<file path="src/rtl/cpu_types_pkg.sv">
// Shared CPU types: register index width and the pipeline controller states.
package cpu_types_pkg;

  typedef logic [4:0] regbits_t;

  typedef enum logic [1:0] {
    RUN      = 2'd0,
    MEM_WAIT = 2'd1,
    DRAIN    = 2'd2,
    HALTED   = 2'd3
  } pipe_state_t;

endpackage

</file>
<file path="src/rtl/hazard_detect.sv">
// Load-use hazard detection: a load in EX whose destination feeds an ID source.
// Register 0 is hard-wired to zero, so a load targeting it never creates a hazard.
module hazard_detect
  import cpu_types_pkg::*;
(
  input  logic     ex_dREN,
  input  regbits_t ex_wsel,
  input  regbits_t id_rs,
  input  regbits_t id_rt,
  output logic     luse
);

  // Destination/source compare for the load in EX
  always_comb begin
    luse = ex_dREN & (ex_wsel != '0) & ((ex_wsel == id_rs) | (ex_wsel == id_rt));
  end

endmodule

</file>
<file path="src/rtl/pipeline_ctrl.sv">
// Pipeline stall/flush controller for the 5-stage CPU.
// Optional build macro PIPE_PERF_EN adds stall_cnt / flush_cnt performance counters.
//
// state    | meaning
// ---------+------------------------------------------------------------
// RUN      | normal issue; hazards resolved by priority each cycle
// MEM_WAIT | dcache access outstanding, whole pipe frozen until dhit
// DRAIN    | halt reached MEM; one cycle to retire it through MEM/WB
// HALTED   | everything frozen, halt flag set until reset
module pipeline_ctrl
  import cpu_types_pkg::*;
(
  input  logic        CLK,
  input  logic        nRST,
  input  logic        ihit,
  input  logic        dhit,
  input  logic        mem_dREN,
  input  logic        mem_dWEN,
  input  logic        mem_halt,
  input  logic        ex_dREN,
  input  regbits_t    ex_wsel,
  input  regbits_t    id_rs,
  input  regbits_t    id_rt,
  input  logic        id_jump,
  input  logic        mem_pcsrc,
  output logic        pc_en,
  output logic        ifid_en,
  output logic        ifid_flush,
  output logic        idex_en,
  output logic        idex_flush,
  output logic        exmem_en,
  output logic        exmem_flush,
  output logic        memwb_en,
  output logic        halt
`ifdef PIPE_PERF_EN
  ,
  output logic [31:0] stall_cnt,
  output logic [31:0] flush_cnt
`endif
);

  pipe_state_t state, nxt;
  logic luse, mem_wait, bubble_q, bubble_now, halt_q;
  logic pc_c, ifid_c, ifid_f, idex_c, idex_f, exmem_c, exmem_f, memwb_c;

  hazard_detect u_hazard (
    .ex_dREN (ex_dREN),
    .ex_wsel (ex_wsel),
    .id_rs   (id_rs),
    .id_rt   (id_rt),
    .luse    (luse)
  );

  assign mem_wait = (mem_dREN | mem_dWEN) & ~dhit;

  // Next-state and per-stage enable/flush decode in priority order
  always_comb begin
    nxt        = state;
    bubble_now = 1'b0;
    pc_c       = 1'b0;
    ifid_c     = 1'b0;
    ifid_f     = 1'b0;
    idex_c     = 1'b0;
    idex_f     = 1'b0;
    exmem_c    = 1'b0;
    exmem_f    = 1'b0;
    memwb_c    = 1'b0;
    case (state)
      HALTED: nxt = HALTED;
      DRAIN: begin
        memwb_c = 1'b1;
        nxt     = HALTED;
      end
      default: begin
        // MEM_WAIT only leaves the frozen condition on dhit, then behaves as RUN
        if (state == RUN || dhit) begin
          nxt = RUN;
          if (mem_wait) begin
            nxt = MEM_WAIT;
          end else if (mem_halt) begin
            ifid_c  = ihit;
            ifid_f  = ihit;
            idex_c  = ihit;
            idex_f  = ihit;
            exmem_c = ihit;
            exmem_f = ihit;
            memwb_c = ihit;
            nxt     = DRAIN;
          end else if (mem_pcsrc & ihit) begin
            pc_c    = 1'b1;
            ifid_c  = 1'b1;
            ifid_f  = 1'b1;
            idex_c  = 1'b1;
            idex_f  = 1'b1;
            exmem_c = 1'b1;
            exmem_f = 1'b1;
            memwb_c = 1'b1;
          end else if (luse & ihit & ~bubble_q) begin
            bubble_now = 1'b1;
            idex_c     = 1'b1;
            idex_f     = 1'b1;
            exmem_c    = 1'b1;
            memwb_c    = 1'b1;
          end else if (id_jump & ihit) begin
            pc_c    = 1'b1;
            ifid_c  = 1'b1;
            ifid_f  = 1'b1;
            idex_c  = 1'b1;
            exmem_c = 1'b1;
            memwb_c = 1'b1;
          end else begin
            pc_c    = ihit;
            ifid_c  = ihit;
            idex_c  = ihit;
            exmem_c = ihit;
            memwb_c = ihit;
          end
        end
      end
    endcase
  end

  // State, one-shot bubble flag and sticky halt flag
  always_ff @(posedge CLK or negedge nRST) begin
    if (!nRST) begin
      state    <= RUN;
      bubble_q <= 1'b0;
      halt_q   <= 1'b0;
    end else begin
      state    <= nxt;
      bubble_q <= bubble_now;
      if (nxt == HALTED) halt_q <= 1'b1;
    end
  end

  // Outputs forced low while reset is held, independent of the input pins
  always_comb begin
    pc_en       = nRST & pc_c;
    ifid_en     = nRST & ifid_c;
    ifid_flush  = nRST & ifid_f;
    idex_en     = nRST & idex_c;
    idex_flush  = nRST & idex_f;
    exmem_en    = nRST & exmem_c;
    exmem_flush = nRST & exmem_f;
    memwb_en    = nRST & memwb_c;
    halt        = halt_q;
  end

`ifdef PIPE_PERF_EN
  // Free-running, wrapping stall and flush event counters
  always_ff @(posedge CLK or negedge nRST) begin
    if (!nRST) begin
      stall_cnt <= '0;
      flush_cnt <= '0;
    end else begin
      if (!pc_en && state != HALTED) stall_cnt <= stall_cnt + 32'd1;
      if (ifid_flush | idex_flush | exmem_flush) flush_cnt <= flush_cnt + 32'd1;
    end
  end
`endif

endmodule

</file>
<file path="config.mk">
export PLATFORM = sky130hd
export DESIGN_NAME = pipeline_ctrl
export DESIGN_NICKNAME = d
export VERILOG_FILES = /design/src/rtl/cpu_types_pkg.sv /design/src/rtl/hazard_detect.sv /design/src/rtl/pipeline_ctrl.sv
export SDC_FILE = /design/constraint.sdc
export NUM_CORES = 1
export LEC_CHECK = 0
export CAP_MARGIN = 20
export CORE_AREA = 2 2 39 41
export CTS_BUF_LIST = sky130_fd_sc_hd__clkbuf_8
export CTS_CLUSTER_DIAMETER = 50
export DETAILED_ROUTE_END_ITERATION = 7
export DIE_AREA = 0 0 41 43
export PLACE_DENSITY = 0.77
export SLEW_MARGIN = 20
export SYNTH_ARGS = -nofsm -noshare
export SYNTH_HDL_FRONTEND = slang
export SYNTH_HIERARCHICAL = 1
export SYNTH_SLANG_ARGS = --single-unit
</file>
<file path="constraint.sdc">
create_clock -name CLK -period 2.62 [get_ports CLK]
set_input_delay 0.262 -clock CLK [delete_from_list [all_inputs] [get_ports CLK]]
set_output_delay 0.262 -clock CLK [all_outputs]
set_load 0.02 [all_outputs]
</file>
==> results of run 1 <==
[cell type report]
class,instances,area [um2]
fill,127,577
timing repair buffer,36,355
multi-input combinational,39,275
sequential,4,100
clock buffer,3,41.3
tap,16,20.0
inverter,4,15.0
[synthesized netlist by cell type]
cell type	instances	area share (%)
sky130_fd_sc_hd__inv_2	1	0.95
sky130_fd_sc_hd__xor2_1	6	13
sky130_fd_sc_hd__a21oi_1	4	5.1
sky130_fd_sc_hd__o2111ai_4	1	6.7
sky130_fd_sc_hd__xnor2_1	4	8.9
sky130_fd_sc_hd__nor3b_2	1	3.2
sky130_fd_sc_hd__nand2b_1	1	1.6
sky130_fd_sc_hd__or4_1	1	1.9
sky130_fd_sc_hd__nor3_4	1	4.1
sky130_fd_sc_hd__nor2_1	6	5.7
sky130_fd_sc_hd__nand2_1	3	2.9
sky130_fd_sc_hd__nand3_1	2	2.5
sky130_fd_sc_hd__buf_4	1	1.9
sky130_fd_sc_hd__o32ai_1	1	2.2
sky130_fd_sc_hd__o21ai_1	3	3.8
sky130_fd_sc_hd__or2_2	1	1.6
sky130_fd_sc_hd__nor3_1	3	3.8
sky130_fd_sc_hd__inv_1	3	2.9
sky130_fd_sc_hd__dfrtp_1	4	25
sky130_fd_sc_hd__o21ai_0	1	1.3
[placed cells by master, fill, tap and decap left out]
cell / instances
sky130_fd_sc_hd__o2111ai_4: 1
sky130_fd_sc_hd__o21ai_0: 1
sky130_fd_sc_hd__nor3_1: 2
sky130_fd_sc_hd__dlygate4sd2_1: 2
sky130_fd_sc_hd__or4_1: 1
sky130_fd_sc_hd__nand2_1: 3
sky130_fd_sc_hd__dfrtp_1: 4
sky130_fd_sc_hd__or2_2: 1
sky130_fd_sc_hd__dlymetal6s2s_1: 2
sky130_fd_sc_hd__buf_4: 3
sky130_fd_sc_hd__a21oi_1: 4
sky130_fd_sc_hd__nor3b_2: 1
sky130_fd_sc_hd__o32ai_1: 1
sky130_fd_sc_hd__nand2b_1: 1
sky130_fd_sc_hd__inv_2: 1
sky130_fd_sc_hd__clkbuf_8: 3
sky130_fd_sc_hd__xor2_1: 6
sky130_fd_sc_hd__inv_1: 3
sky130_fd_sc_hd__nor3_4: 1
sky130_fd_sc_hd__xnor2_1: 4
sky130_fd_sc_hd__nor3_2: 1
sky130_fd_sc_hd__nand3_1: 2
sky130_fd_sc_hd__clkdlybuf4s50_1: 29
sky130_fd_sc_hd__nor2_1: 6
sky130_fd_sc_hd__o21ai_1: 3
[cell families after synthesis]
| group | Yosys count |
|---|---|
| flip-flops | 4 |
| XOR/XNOR | 10 |
| AO/OA/AOI/OAI | 10 |
| AND/OR/NAND/NOR | 19 |
| buffers and inverters | 5 |
[per-layer routing]
layer  track usage (%)  vias up  wire, um
li1                  -      239         -
met1              15.0      212       432
met2              23.4       21       596
met3              3.66        2        88
met4              10.0        0        19
met5                 0        -         0
[metrics by stage]
stage	util [%]	area [um2]	TNS, ps	total power [mW]	hold WS [ps]
floorplan	-	393	0	0.0811	-33.6
global placement	54.8	758	0	0.132	449
detailed placement	54.8	758	-7.32	0.133	453
CTS	57.6	797	0	0.265	315
global route	58.3	807	0	0.277	331
finish	58.3	807	0	0.262	319
[registers in the layout (all words and copies together), names as in the netlist]
signal / flops
bubble_q: 1
halt: 1
state: 2
[what timing repair did]
item / 4_1_cts / 5_1_grt
cloned: 0 / 0
endpoints found under the setup margin: 2 / 2
resized for setup: 2 / 3
[path summary, 6_finish.rpt]
kind,from,to,slack [ps],cells after the start
max,ex_wsel[1],ifid_flush,240,8
min,nRST,state[0]$_DFF_PN0_,320,1
max reg2reg,state[0]$_DFF_PN0_,bubble_q$_DFF_PN0_,1600,3
min reg2reg,halt$_DFFE_PN0N_,halt$_DFFE_PN0N_,470,1
max in group asynchronous,nRST,bubble_q$_DFF_PN0_,2050,1
min in group CLK,halt$_DFFE_PN0N_,halt$_DFFE_PN0N_,470,1
[worst max-delay path, cell delays in order]
cell and delay (ps):
sky130_fd_sc_hd__clkdlybuf4s50_1 420, sky130_fd_sc_hd__or4_1 530, sky130_fd_sc_hd__o21ai_1 140, sky130_fd_sc_hd__a21oi_1 50, sky130_fd_sc_hd__nand2b_1 150, sky130_fd_sc_hd__nand2_1 70
sky130_fd_sc_hd__a21oi_1 140, sky130_fd_sc_hd__dlygate4sd2_1 350
[power groups by stage]
stage	Sequential [mW]	Clock, mW	Combinational (mW)
2_1_floorplan	0.0629	0	0.0182
3_5_place_dp	0.0629	0	0.0698
6_report	0.0622	0.130	0.0704
3_3_place_gp	0.0629	0	0.0690
5_1_grt	0.0622	0.139	0.0755
4_1_cts	0.0622	0.133	0.0706
==> metrics.md, run 1 <==
| Metric | Value |
|---|---|
| Post-synthesis instance area | a little under 400 um2 |
| Port Buffer Count | 33 |
| TritonCTS clock tree | yes |
| Worst hold-check path type | primary input to async pin |
| Final critical path time including I/O delays and setup | about 2400 ps |
| Largest family of logic cells by synthesized area | simple AND/OR/NAND/NOR gates |
| Setup clock skew after layout | between 0.4 and 0.5 ps |
| Count of TritonRoute iterations in the first routing pass | 4 |
| Detailed Route Iter0 Violations | 3 |
| CTS H-Tree Depth | 1 |
| Number of pins exceeding their max-slew limit in the final report | 0 |
| DR WL/cell | about 11 um |
| Pre-CTS worst setup slack | -7.32 ps |
| Clock latency reported for the late side of the worst-skew pair | around 220 ps |
| Number of synthesis warnings | 6 |
| Number of hold violations in the final report | 0 |
| Arr. time, crit path | 2110 ps |
| Worst slew pin tran | roughly 340 ps |
| # DRC | 0 |
| Overall routed net length | between 1 and 1.5 mm |
| Clock-pin slew reported for the worst setup and hold paths after clock tree synthesis | approximately 30 ps |
| Count of standard-cell rows | 14 |
| Instance count of the mapped netlist | 48 |
| Final Worst Setup Slack | between 200 and 250 ps |
| Number of global-route vias before repair | 485 |
| Overflow left after global routing | 0 |
| Via count | 474 |
| Run status | completed |
| PD cells | 325 nW/um2 |
| Category of the critical setup timing path | primary input to output port |
| Syn Nets | 73 |
| Fraction of the mapped netlist area in simple logic gates | 27.4% |
| Synth Area in Compound Gates | between 10% and 20% |
| Worst setup SP type | primary input |
| DRT antenna net count | 0 |
| Buffer cell driving the clock tree root | sky130_fd_sc_hd__clkbuf_8 |
| Pin count of the biggest net entering global routing | 8 |
| Number of storage elements in the synthesis netlist | 4 |
| Final weighted congestion of routability-driven global placement | 0.656 |
| Worst EP required | roughly 2400 ps |
| Combinational power share | 26.8% |
| Switching fraction of total power | ~22% |
| DP HPWL | around 900 um |
| Maximum clock frequency | 421 MHz |
| Die Footprint | about 1800 um2 |
| Net switching power figure | 56.8 uW |
| Count of distinct cell types in the synthesized netlist | 20 |
| Effective utilization at floorplan | 28.4% |
| Global-route wire length before repair | approximately 1.7 mm |
| Critical path endpoint category | output port |
| CTS buffer count | 3 |
| Layout Cells excl Fill | 102 |
| Worst-case clock buffer depth | 2 |
| Die X | approximately 41 um |
| Total global-route track usage | 14.4% |
| Relative contribution of sequential cells to total power | between 20% and 30% |
| Fraction of synthesized cell area in xor and xnor cells | 22.3% |
| Relative max-transition margin | ~77% |
| Crit share post-route | about nine tenths |
| Top-Level Pins | 34 |
| Share of synthesized area spent on multiplexers | 0% |
| Number of antenna repair diodes | 0 |
| RSZ-0062 raised after global routing | no |
| Post-synthesis area per instance | approximately 8.2 um2 |
| Internal Power | 205 uW |
| Hold buffer count at cts | 0 |
| Max capacitance violation total | 0 |
| Crit path max fanout | 4 |
| Std-Cell Core Area | approximately 1400 um2 |
| Via density per instance | 4.65 |
| Number of sinks on the clock net | 4 |
| Sequential fraction of the synthesis area | 25.5% |
| Share of layout cells above drive strength 1 | approximately 14% |
| Leakage power total | approximately 0.36 nW |
| Adder-cell share of the synthesized area | 0% |
| Count of final setup violators | 0 |
| Share of power burned in the clock network | around 49% |
| Highest ir drop seen on vdd | roughly 0.35 mV |
| Total placed cells including tap cells | 99 |
| Antenna violations before repair | 0 |
| Area Overhead vs Synth | 105% |
| Die height | roughly 43 um |
| Post-layout net count | between 100 and 150 |
| Count of buffers added by post-CTS timing repair for setup | 0 |
Note: power is estimated with default switching activity, not from simulation.
==> run 2: changes to the inputs <==
--- a/config.mk
+++ b/config.mk
@@ -5,13 +5,13 @@
 export SDC_FILE = /design/constraint.sdc
 export NUM_CORES = 1
 export LEC_CHECK = 0
-export CAP_MARGIN = 20
 export CORE_AREA = 2 2 39 41
 export CTS_BUF_LIST = sky130_fd_sc_hd__clkbuf_8
 export CTS_CLUSTER_DIAMETER = 50
 export DETAILED_ROUTE_END_ITERATION = 7
 export DIE_AREA = 0 0 41 43
 export PLACE_DENSITY = 0.77
+export SKIP_CTS_REPAIR_TIMING = 1
 export SLEW_MARGIN = 20
 export SYNTH_ARGS = -nofsm -noshare
 export SYNTH_HDL_FRONTEND = slang
==> metrics.md, run 2 (same netlist as run 1, synthesis figures left out) <==
| Metric | Value |
|---|---|
| Run status | completed (unchanged) |
| Met3 wire length | 95 um (was 88 um) |
| DRT antenna net count | 0 (unchanged) |
| Worst hold-check path type | primary input to async pin (unchanged) |
| Count of TritonRoute iterations in the first routing pass | 4 (unchanged) |
| Number of pins exceeding their max-slew limit in the final report | 0 (unchanged) |
| Combinational power share | 26.8% (about the same) |
| DR WL/cell | 11.4 um (was 11.1 um) |
| Category of the critical setup timing path | primary input to output port (unchanged) |
| Share of layout cells above drive strength 1 | 14.0% (unchanged) |
| Pre-CTS worst setup slack | -7.32 ps (unchanged) |
| # DRC | 0 (unchanged) |
| Met2 WL post-DR | 613 um (was 596 um) |
| Area Overhead vs Synth | 107% (was 105%) |
| Total global-route track usage | 14.4% (unchanged) |
| Worst EP required | 2360 ps (about the same) |
| Port Buffer Count | 33 (unchanged) |
| Number of antenna repair diodes | 0 (unchanged) |
| Relative contribution of sequential cells to total power | 23.6% (was 23.7%) |
| Number of sinks on the clock net | 4 (unchanged) |
| Count of final setup violators | 0 (unchanged) |
| Die X | 41 um (unchanged) |
| Pin count of the biggest net entering global routing | 8 (unchanged) |
| Total negative slack | 0 ps (unchanged) |
| Effective utilization at floorplan | 28.4% (unchanged) |
| Relative max-transition margin | 77.1% (was 77.2%) |
| Overall routed net length | 1.16 mm (was 1.14 mm) |
| Antenna violations before repair | 0 (unchanged) |
| Leakage power total | 0.384 nW (was 0.356 nW) |
| Worst-case clock buffer depth | 2 (unchanged) |
| Post-layout net count | 113 (unchanged) |
| Slowest library cell on the worst path | sky130_fd_sc_hd__or4_1 (unchanged) |
| Highest routed layer | met4 (unchanged) |
| Final Worst Setup Slack | 346 ps (was 243 ps) |
| DP HPWL | 898 um (unchanged) |
| CTS buffer count | 3 (unchanged) |
| Delay of the slowest cell on the worst path | 530 ps (about the same) |
| Internal Power | 205 uW (about the same) |
| Layout Cells excl Fill | 102 (unchanged) |
| Die height | 43 um (unchanged) |
| Via density per instance | 4.62 (was 4.65) |
| Most frequent standard cell in the layout excluding fill and tap cells | sky130_fd_sc_hd__clkdlybuf4s50_1 (unchanged) |
| Top-Level Pins | 34 (unchanged) |
| Die Footprint | 1760 um2 (unchanged) |
| Detailed Route Iter0 Violations | 7 (was 3) |
| Commonest cells after routing, fill and taps aside | sky130_fd_sc_hd__clkdlybuf4s50_1, sky130_fd_sc_hd__nor2_1, sky130_fd_sc_hd__xor2_1 (unchanged) |
| Number of global-route vias before repair | 485 (unchanged) |
| Clock latency reported for the late side of the worst-skew pair | 220 ps (about the same) |
| Critical path endpoint category | output port (unchanged) |
| Critical Path Source | ex_wsel[1] (unchanged) |
| Buffer cell driving the clock tree root | sky130_fd_sc_hd__clkbuf_8 (unchanged) |
| Switching fraction of total power | 22.0% (was 21.7%) |
| CTS H-Tree Depth | 1 (unchanged) |
| PD cells | 323 nW/um2 (was 325 nW/um2) |
| Global-route wire length before repair | 1.70 mm (unchanged) |
| RSZ-0062 raised after global routing | no (unchanged) |
| Crit share post-route | 86.8% (was 90.7%) |
| Maximum clock frequency | 440 MHz (was 421 MHz) |
| Total placed cells including tap cells | 99 (unchanged) |
| Max capacitance violation total | 0 (unchanged) |
| TritonCTS clock tree | yes (unchanged) |
| Length of routed wiring on met1 | 432 um (unchanged) |
| Final critical path time including I/O delays and setup | 2270 ps (was 2380 ps) |
| Share of power burned in the clock network | 49.5% (was 49.4%) |
| Crit path max fanout | 4 (unchanged) |
| Worst setup SP type | primary input (unchanged) |
| Final weighted congestion of routability-driven global placement | 0.656 (unchanged) |
| Cell repeated most along the worst path | sky130_fd_sc_hd__a21oi_1 (unchanged) |
| Max reg flops | 2 (unchanged) |
| Worst slew pin tran | 342 ps (was 341 ps) |
| Critical path cell sequence | clkdlybuf4s50_1 > or4_1 > o21ai_1 > a21oi_1 > nand2b_1 > nand2_1 > a21oi_1 > dlymetal6s2s_1 (was clkdlybuf4s50_1 > or4_1 > o21ai_1 > a21oi_1 > nand2b_1 > nand2_1 > a21oi_1 > dlygate4sd2_1) |
| Setup clock skew after layout | 0.336 ps (was 0.447 ps) |
| Via count | 471 (was 474) |
| Worst hold margin | 318 ps (was 319 ps) |
| Register containing the most flip-flops in the final layout | state (unchanged) |
| Overflow left after global routing | 0 (unchanged) |
| Source of the worst register-to-register timing path | state[0]$_DFF_PN0_ (unchanged) |
| Net switching power figure | 58.0 uW (was 56.8 uW) |
| Arr. time, crit path | 2010 ps (was 2110 ps) |
| Number of hold violations in the final report | 0 (unchanged) |
| Count of standard-cell rows | 14 (unchanged) |
| Std-Cell Core Area | 1380 um2 (unchanged) |
| Highest ir drop seen on vdd | 0.347 mV (was 0.345 mV) |
| Clock-pin slew reported for the worst setup and hold paths after clock tree synthesis | 30 ps (about the same) |
-- run 2: cell types whose count changed in the layout (fill, tap and decap cells not counted) --
cell / change
sky130_fd_sc_hd__dlygate4sd2_1: -2
sky130_fd_sc_hd__dlymetal6s2s_1: +2
-- run 2: power by group through the flow --
stage,registers [mW],logic [mW],clock network [mW]
global placement,0.0629,0.0690,0
CTS,0.0622,0.0706,0.133
detailed placement,0.0629,0.0698,0
finish,0.0622,0.0707,0.131
floorplan,0.0629,0.0182,0
global route,0.0622,0.0756,0.139
-- run 2: per-layer routing --
metal / global-route usage, % / vias to the layer above
met1: 15.0 / 207
met4: 10.0 / 0
met5: 0 / -
met2: 23.4 / 21
li1: - / 241
met3: 3.66 / 2
-- run 2: final cells by class --
cell class                      count  area, um2
Timing Repair Buffer               36        363
Clock buffer                        3       41.3
Tap cell                           16       20.0
Inverter                            4       15.0
Multi-Input combinational cell     39        275
Fill cell                         124        569
Sequential cell                     4        100
-- run 2: metrics by stage --
| step | area, um2 | power (mW) | util [%] |
|---|---|---|---|
| finish | 815 | 0.263 | 58.9 |
| global route | 815 | 0.277 | 58.9 |
| CTS | 800 | 0.265 | 57.8 |
| detailed placement | 758 | 0.133 | 54.8 |
| global placement | 758 | 0.132 | 54.8 |
| floorplan | 393 | 0.0811 | - |
-- run 2: final timing paths --
kind / endpoint / slack [ps] / cells after the start
max: ifid_flush / 350 / 8
min: state[0]$_DFF_PN0_ / 320 / 1
max reg2reg: bubble_q$_DFF_PN0_ / 1600 / 3
min reg2reg: halt$_DFFE_PN0N_ / 470 / 1
max in group asynchronous: bubble_q$_DFF_PN0_ / 2050 / 1
min in group CLK: halt$_DFFE_PN0N_ / 470 / 1
-- run 2: critical path, delay by kind of cell --
family	cells	cell delay [ps]
AND/OR/NAND/NOR	3	760
buffers and inverters	2	660
AO/OA/AOI/OAI	3	330
==> run 3: changes to the inputs <==
--- a/config.mk
+++ b/config.mk
@@ -10,6 +10,7 @@
 export CTS_CLUSTER_DIAMETER = 50
 export DETAILED_ROUTE_END_ITERATION = 7
 export DIE_AREA = 0 0 41 43
+export GPL_TIMING_DRIVEN = 0
 export PLACE_DENSITY = 0.77
 export SKIP_CTS_REPAIR_TIMING = 1
 export SLEW_MARGIN = 20
==> metrics.md, run 3 (same netlist as run 1, synthesis figures left out) <==
| Metric | Value |
|---|---|
| Crit share post-route | 88.8% (was 86.8%) |
| Commonest cells after routing, fill and taps aside | sky130_fd_sc_hd__clkdlybuf4s50_1, sky130_fd_sc_hd__nor2_1, sky130_fd_sc_hd__xor2_1 (unchanged) |
| Max reg flops | 2 (unchanged) |
| DRT antenna net count | 0 (unchanged) |
| Total placed cells including tap cells | 97 (was 99) |
| Run status | completed (unchanged) |
| Cell repeated most along the worst path | sky130_fd_sc_hd__a21oi_1 (unchanged) |
| Area Overhead vs Synth | 102% (was 107%) |
| Slowest library cell on the worst path | sky130_fd_sc_hd__or4_1 (unchanged) |
| Top delay family on crit path | simple AND/OR/NAND/NOR gates (unchanged) |
| Count of final setup violators | 0 (unchanged) |
| Port Buffer Count | 33 (unchanged) |
| Clock latency reported for the late side of the worst-skew pair | 220 ps (about the same) |
| Buffer cell driving the clock tree root | sky130_fd_sc_hd__clkbuf_8 (unchanged) |
| Source of the worst register-to-register timing path | state[0]$_DFF_PN0_ (unchanged) |
| Critical path endpoint category | output port (unchanged) |
| Delay of the slowest cell on the worst path | 540 ps (was 530 ps) |
| Leakage power total | 0.374 nW (was 0.384 nW) |
| Overall routed net length | 1.07 mm (was 1.16 mm) |
| Overflow left after global routing | 0 (unchanged) |
| Worst setup SP type | primary input (unchanged) |
| Worst slew pin tran | 355 ps (was 342 ps) |
| Setup clock skew after layout | 0.802 ps (was 0.336 ps) |
| Via density per instance | 4.60 (was 4.62) |
| Via count | 460 (was 471) |
| PD cells | 331 nW/um2 (was 323 nW/um2) |
| Overall Power | 263 uW (about the same) |
| Effective utilization at floorplan | 28.4% (unchanged) |
| Die height | 43 um (unchanged) |
| Relative contribution of sequential cells to total power | 23.6% (about the same) |
| Switching fraction of total power | 22.9% (was 22.0%) |
| Clock-pin slew reported for the worst setup and hold paths after clock tree synthesis | 40 ps (was 30 ps) |
| Global-route wire length before repair | 1.64 mm (was 1.70 mm) |
| Critical Path Source | ex_wsel[1] (unchanged) |
| Cell depth of the worst flop-to-flop path | 3 (unchanged) |
| Antenna violations before repair | 0 (unchanged) |
| Share of power burned in the clock network | 51.4% (was 49.5%) |
| Count of TritonRoute iterations in the first routing pass | 2 (was 4) |
| Total global-route track usage | 13.4% (was 14.4%) |
| Category of the critical setup timing path | primary input to output port (unchanged) |
| Worst-case clock buffer depth | 2 (unchanged) |
| Max capacitance violation total | 0 (unchanged) |
| Final weighted congestion of routability-driven global placement | 0.645 (was 0.656) |
| Share of layout cells above drive strength 1 | 10.7% (was 14.0%) |
| Detailed Route Iter0 Violations | 4 (was 7) |
| Critical path cell sequence | clkdlybuf4s50_1 > or4_1 > o21ai_1 > a21oi_1 > nand2b_1 > nand2_1 > a21oi_1 > dlymetal6s2s_1 (unchanged) |
| Layout Cells excl Fill | 100 (was 102) |
| Pin count of the biggest net entering global routing | 8 (unchanged) |
| Number of global-route vias before repair | 449 (was 485) |
| CTS buffer count | 3 (unchanged) |
| Buffers & Inverters on Critical Path | 2 (unchanged) |
| Maximum clock frequency | 430 MHz (was 440 MHz) |
| DP HPWL | 849 um (was 898 um) |
| Crit path depth | 8 (unchanged) |
| Number of pins exceeding their max-slew limit in the final report | 0 (unchanged) |
| Worst hold-check path type | primary input to async pin (unchanged) |
| DR WL/cell | 10.7 um (was 11.4 um) |
| CTS H-Tree Depth | 1 (unchanged) |
| Count of standard-cell rows | 14 (unchanged) |
| TritonCTS clock tree | yes (unchanged) |
| Combinational power share | 25.0% (was 26.8%) |
| Crit path max fanout | 4 (unchanged) |
| # DRC | 0 (unchanged) |
| Relative max-transition margin | 76.2% (was 77.1%) |
| Number of hold violations in the final report | 0 (unchanged) |
| Die X | 41 um (unchanged) |
| Register containing the most flip-flops in the final layout | state (unchanged) |
| Top-Level Pins | 34 (unchanged) |
| Arr. time, crit path | 2060 ps (was 2010 ps) |
| RSZ-0062 raised after global routing | no (unchanged) |
| Most frequent standard cell in the layout excluding fill and tap cells | sky130_fd_sc_hd__clkdlybuf4s50_1 (unchanged) |
| Internal Power | 203 uW (was 205 uW) |
| Std-Cell Core Area | 1380 um2 (unchanged) |
| Highest ir drop seen on vdd | 0.346 mV (was 0.347 mV) |
| Post-layout net count | 111 (was 113) |
| Final critical path time including I/O delays and setup | 2330 ps (was 2270 ps) |
| Net switching power figure | 60.3 uW (was 58.0 uW) |
| Worst EP required | 2360 ps (about the same) |
| Number of antenna repair diodes | 0 (unchanged) |
| Number of sinks on the clock net | 4 (unchanged) |
| Die Footprint | 1760 um2 (unchanged) |
-- run 3: layer usage --
metal	wire [um]	GRT usage, %	share of wire (%)
met1	404	13.4	38
met2	570	24.4	53
met3	91	4.19	8.5
met4	0	4.00	0
met5	0	0	0
-- run 3: through the flow --
stage	utilization (%)	worst slack, ps	area [um2]	TNS (ps)	hold slack [ps]
4_1_cts	56.7	-66.9	785	-127	316
2_1_floorplan	-	893	393	0	-33.6
6_report	57.4	294	795	0	322
3_3_place_gp	53.7	-66.8	743	-108	450
5_1_grt	57.4	196	795	0	340
3_5_place_dp	53.7	-45.4	743	-80.5	455
-- run 3: power by group through the flow --
stage / sequential, mW / combinational [mW] / clock (mW)
after detailed placement: 0.0629 / 0.0659 / 0
after floorplan: 0.0629 / 0.0182 / 0
after global routing: 0.0621 / 0.0716 / 0.140
final: 0.0622 / 0.0659 / 0.135
after CTS: 0.0622 / 0.0663 / 0.138
after global placement: 0.0629 / 0.0652 / 0
-- run 3: worst paths after layout --
path / endpoint / slack, ps
max: ifid_flush / 290
min reg2reg: halt$_DFFE_PN0N_ / 470
max reg2reg: bubble_q$_DFF_PN0_ / 1590
max in group asynchronous: state[1]$_DFF_PN0_ / 2040
min in group CLK: halt$_DFFE_PN0N_ / 470
min: bubble_q$_DFF_PN0_ / 320
-- run 3: area by class of cell --
class / count / area (um2)
sequential: 4 / 100
inverter: 4 / 15.0
buffer: 1 / 7.51
tap: 16 / 20.0
multi-input combinational: 39 / 270
fill: 133 / 589
timing repair buffer: 33 / 340
clock buffer: 3 / 41.3
